`src/rtl/timer_apb_pkg.sv`:
```
// Shared state encoding and timer register map for the timer APB arbiter.
package timer_apb_pkg;

    typedef enum logic [1:0] {
        IDLE   = 2'd0,
        SETUP  = 2'd1,
        ACCESS = 2'd2
    } apb_state_e;

    localparam logic [31:0] TCR   = 32'h0000_0000;
    localparam logic [31:0] TDR0  = 32'h0000_0004;
    localparam logic [31:0] TDR1  = 32'h0000_0008;
    localparam logic [31:0] TCMP0 = 32'h0000_000C;
    localparam logic [31:0] TCMP1 = 32'h0000_0010;
    localparam logic [31:0] TIER  = 32'h0000_0014;
    localparam logic [31:0] TISR  = 32'h0000_0018;

endpackage

```
`src/rtl/timer_apb_arbiter_rr.sv`:
```
// Round-robin grant logic: combinational pick starting after the last owner,
// with a registered last-owner pointer advanced by upd.
module rr_arbiter #(
    parameter int NREQ = 2,
    localparam int IW  = $clog2(NREQ)
) (
    input  logic            clk,
    input  logic            rst_n,
    input  logic [NREQ-1:0] req,
    input  logic [NREQ-1:0] mask,
    input  logic            upd,
    input  logic [IW-1:0]   upd_idx,
    output logic            gnt_valid,
    output logic [IW-1:0]   gnt_idx
);

    logic [IW-1:0] last_q;
    logic [IW-1:0] cand;

    always_ff @(posedge clk or negedge rst_n) begin
        if (!rst_n) begin
            last_q <= IW'(NREQ - 1);
        end else if (upd) begin
            last_q <= upd_idx;
        end
    end

    // The last owner is visited last, so it only wins when nobody else asks.
    always_comb begin
        gnt_valid = 1'b0;
        gnt_idx   = '0;
        cand      = '0;
        for (int i = 1; i <= NREQ; i++) begin
            cand = IW'((int'(last_q) + i) % NREQ);
            if (!gnt_valid && req[cand] && !mask[cand]) begin
                gnt_valid = 1'b1;
                gnt_idx   = cand;
            end
        end
    end

endmodule

```
`src/rtl/timer_apb_arbiter.sv`:
```
// Shares the timer APB slave between NREQ req/ack requesters with
// round-robin arbitration and an ACCESS-phase watchdog.
//
// state  | meaning
// IDLE   | no transfer; grant the next unmasked requester
// SETUP  | psel=1, penable=0, transaction latched
// ACCESS | psel=1, penable=1; wait for pready or watchdog expiry
module timer_apb_arbiter
    import timer_apb_pkg::*;
#(
    parameter int NREQ    = 2,
    parameter int TIMEOUT = 16
) (
    input  logic               sys_clk,
    input  logic               sys_rst_n,
    input  logic [NREQ-1:0]    req,
    input  logic [NREQ-1:0]    req_write,
    input  logic [NREQ*32-1:0] req_addr,
    input  logic [NREQ*32-1:0] req_wdata,
    output logic [NREQ-1:0]    ack,
    output logic               err,
    output logic [31:0]        rdata,
    output logic               tim_psel,
    output logic               tim_penable,
    output logic               tim_pwrite,
    output logic [31:0]        tim_paddr,
    output logic [31:0]        tim_pwdata,
    input  logic [31:0]        tim_prdata,
    input  logic               tim_pready
);

    localparam int IW = $clog2(NREQ);
    localparam int WW = $clog2(TIMEOUT + 1);
    localparam logic [WW-1:0] WD_LAST = WW'(TIMEOUT - 1);

    apb_state_e    state;
    logic [IW-1:0] owner;
    logic [WW-1:0] wdog;
    logic          gnt_valid;
    logic [IW-1:0] gnt_idx;
    logic          done;

    // pready is tested first so a reply in the final allowed cycle succeeds.
    assign done = (state == ACCESS) && (tim_pready || (wdog == WD_LAST));

    // Masking with the live ack stops a stale req from being re-granted.
    rr_arbiter #(.NREQ(NREQ)) u_arb (
        .clk       (sys_clk),
        .rst_n     (sys_rst_n),
        .req       (req),
        .mask      (ack),
        .upd       (done),
        .upd_idx   (owner),
        .gnt_valid (gnt_valid),
        .gnt_idx   (gnt_idx)
    );

    always_ff @(posedge sys_clk or negedge sys_rst_n) begin
        if (!sys_rst_n) begin
            state       <= IDLE;
            owner       <= '0;
            wdog        <= '0;
            ack         <= '0;
            err         <= 1'b0;
            rdata       <= '0;
            tim_psel    <= 1'b0;
            tim_penable <= 1'b0;
            tim_pwrite  <= 1'b0;
            tim_paddr   <= '0;
            tim_pwdata  <= '0;
        end else begin
            ack   <= '0;
            err   <= 1'b0;
            rdata <= '0;
            case (state)
                IDLE: begin
                    if (gnt_valid) begin
                        owner       <= gnt_idx;
                        wdog        <= '0;
                        tim_psel    <= 1'b1;
                        tim_penable <= 1'b0;
                        tim_pwrite  <= req_write[gnt_idx];
                        tim_paddr   <= req_addr[32*gnt_idx +: 32];
                        tim_pwdata  <= req_wdata[32*gnt_idx +: 32];
                        state       <= SETUP;
                    end
                end
                SETUP: begin
                    tim_penable <= 1'b1;
                    state       <= ACCESS;
                end
                ACCESS: begin
                    if (done) begin
                        tim_psel     <= 1'b0;
                        tim_penable  <= 1'b0;
                        ack[owner]   <= 1'b1;
                        err          <= !tim_pready;
                        rdata        <= (tim_pready && !tim_pwrite) ? tim_prdata : 32'h0;
                        state        <= IDLE;
                    end else begin
                        wdog <= wdog + 1'b1;
                    end
                end
                default: state <= IDLE;
            endcase
        end
    end

endmodule

```
`config.mk`:
```
export PLATFORM = sky130hd
export DESIGN_NAME = timer_apb_arbiter
export DESIGN_NICKNAME = d
export VERILOG_FILES = /design/src/rtl/timer_apb_pkg.sv /design/src/rtl/timer_apb_arbiter_rr.sv /design/src/rtl/timer_apb_arbiter.sv
export SDC_FILE = /design/constraint.sdc
export NUM_CORES = 1
export LEC_CHECK = 0
export CAP_MARGIN = 5
export CELL_PAD_IN_SITES_DETAIL_PLACEMENT = 1
export CELL_PAD_IN_SITES_GLOBAL_PLACEMENT = 1
export CORE_ASPECT_RATIO = 0.7
export CORE_MARGIN = 10
export CORE_UTILIZATION = 25
export CTS_CLUSTER_SIZE = 20
export DETAILED_ROUTE_END_ITERATION = 12
export PLACE_DENSITY_LB_ADDON = 0.1
export SLEW_MARGIN = 10
export SYNTH_ARGS = -nofsm -noshare
export SYNTH_HDL_FRONTEND = slang
export SYNTH_SLANG_ARGS = --single-unit
export TNS_END_PERCENT = 1
```
`constraint.sdc`:
```
create_clock -name sys_clk -period 2.1 [get_ports sys_clk]
set_clock_uncertainty 0.05 [all_clocks]
set_input_delay 0.21 -clock sys_clk [delete_from_list [all_inputs] [get_ports sys_clk]]
set_output_delay 0.21 -clock sys_clk [all_outputs]
set_load 0.1 [all_outputs]
```
==> metrics.txt <==
Worst EP required 2320 ps; Final ANT Viol Nets 0; Leak Pwr 3.44 nW; Post-synth EDFFs 0; chip height 133 um; CTS HTree Levels 3; Hold WC Path Type in -> async; depth of the worst register-to-register path 7; Least-Margin Pin Slew 549 ps; Max Clk Rate 0.497 GHz; max-slew violations 0; critical path class reg -> reg; max_cap viols 0; pin count of the biggest net entering global routing 46; Pwr Density 1860 nW/um2; first-pass GRT wire length 29.9 mm; # IOs 269; # DRC 0; routed wire length 19.2 mm; vias in the first global route 5197; Non-Filler Instances 987; commonest cells in the netlist 133 x a21oi_1, 110 x dfrtp_1, 71 x nand2_1, 69 x nor2_1, 33 x and2_1; Crit path arrival time 2240 ps; total grt overflow 0; CTS tree yes; outcome finished clean; Clk pin slew, worst setup/hold paths 70 ps; clock sink count 111; core area 18000 um2; Port-buffer cells 268; Antenna Cells 0; antenna violations before repair 0; top-count cell post-synth a21oi_1; Area contributors post-synth dfrtp_1 60%, a21oi_1 15%, nand2_1 5.8%; pre-CTS WS 106 ps; Mapped Cells 484; FFs w/ async S/R, synth 1.00; min Tclk post-route 2010 ps; cts bufs inserted 9; gp weighted congestion 0.777; clk_lat worst skew 350 ps; layout cells sized above 1 0.188; fill cell count 2025; CP max FO 5; area grow syn2layout 66.0%; Yosys reg bits 111; # setup viols final 0; Root Buffer clkbuf_16; Post-Synthesis Cell Area 4580 um2; Post-DP HPWL 14.7 mm; Die Area 24200 um2; Yosys top cell area share 0.601; Critical Path End Type flop; Yosys cell types 31; placed instance count 968; Worst VDD drop 0.000971 V; Seq/Total Area, Yosys 0.606; nets@finish 915; YS warnings 0; reg2reg start wdog[0]; Mapped Nets 653; total power 14.1 mW; final setup margin 86.9 ps; Tot GR Track Use 0.156; r2r setup slk 90 ps; period utilisation layout 0.959; clk buf depth 2; Syn Area/Cell 9.47 um2; Vias 4465; Post-synth top flop dfrtp_1; Die X 182 um; Via-to-Cell Ratio 4.52; Final TNS setup 0 ps; routed len/inst 19.4 um; RSZ-0062 raised after global routing no; worst r2r dst wdog[3]; Max transition margin 0.634; DR pass1 iterations 4; Initial Util 0.255; startpoint types flop; DRT iter0 DRCs 147; row cnt 41; largest area contributor in the netlist dfrtp_1; Final Hold Fails 0
## critical path, stage by stage (launching register included)
cell and delay, ps:
dfrtp_1 410, ha_1 230, and3_1 190, ha_2 200, nor3_4 230, nand2_2 120
or3_1 360, a21oi_1 140
## cells by family after synthesis
family	count (synthesis)	share of synthesized area
AND/OR/NAND/NOR	186	0.182
AO/OA/AOI/OAI	148	0.167
flip-flops	111	0.606
buffers and inverters	37	0.0399
adder cells (fa/ha/maj)	2	0.00546
## layer usage
| layer | part of all wire | GRT usage | vias up |
|---|---|---|---|
| met2 | 0.47 | 0.254 | 157 |
| met1 | 0.42 | 0.178 | 2182 |
| met4 | 0.011 | 0.0352 | 0 |
| met3 | 0.099 | 0.0787 | 12 |
| li1 | - | - | 2114 |
| met5 | 0 | 0 | - |
## how the worst max path moves through the flow
stage	slack, ps	start	to
floorplan	110	ack[0]	tim_pwrite
global placement	150	wdog[0]	wdog[3]
detailed placement	110	wdog[0]	wdog[3]
CTS	90	wdog[0]	wdog[3]
global route	8	wdog[0]	wdog[3]
finish	90	wdog[0]	wdog[3]
## power by group
part	total, mW	internal (mW)	switching, mW
Combinational	9.16	2.02	7.14
Sequential	3.39	2.91	0.474
Clock	1.59	0.809	0.786
Total	14.1	5.74	8.40
## layout by cell type (no fill, tap or decap), drive strengths merged, types with 2 or more instances in the layout
| cell type | synthesis | final |
|---|---|---|
| nor2 | 70 | 70 |
| dfrtp | 110 | 110 |
| nand3b | 2 | 2 |
| nor2b | 2 | 2 |
| o21ai | 9 | 9 |
| inv | 5 | 5 |
| ha | 2 | 2 |
| and2 | 33 | 33 |
| a22o | 3 | 3 |
| clkinvlp | 0 | 3 |
| nand3 | 2 | 2 |
| clkbuf | 7 | 13 |
| nand2 | 72 | 72 |
| clkdlybuf4s50 | 0 | 165 |
| a21oi | 133 | 133 |
| buf | 25 | 117 |
## what timing repair did
item                                   CTS  global route
setup endpoints to repair                0             1
gates resized for setup                  0             1
endpoints found under the hold margin   34             0
hold buffers                             1             0
buffers inserted                         0             2
## cell type report
cell class,count,area (um2),area share
multi-input combinational,336,1640,0.215
timing repair buffer,283,2620,0.344
tap,236,295,0.0388
clock buffer,13,240,0.0316
sequential,111,2780,0.365
inverter,5,18.8,0.00247
clock inverter,3,22.5,0.00296
## per-stage QoR
stage                      util  area [um2]  hold WS (ps)
final                     0.422        7610           325
after global routing      0.422        7610           336
after CTS                 0.421        7590           330
after detailed placement  0.406        7320           193
after global placement    0.406        7320           192
after floorplan               -        4580          -136
## flip-flops by register name (all words and copies together), names as in the netlist, 2 cells and up
name	count
ack	2
state	2
tim_pwdata	32
rdata	32
tim_paddr	32
wdog	5
Note: power is estimated with default switching activity, not from simulation.
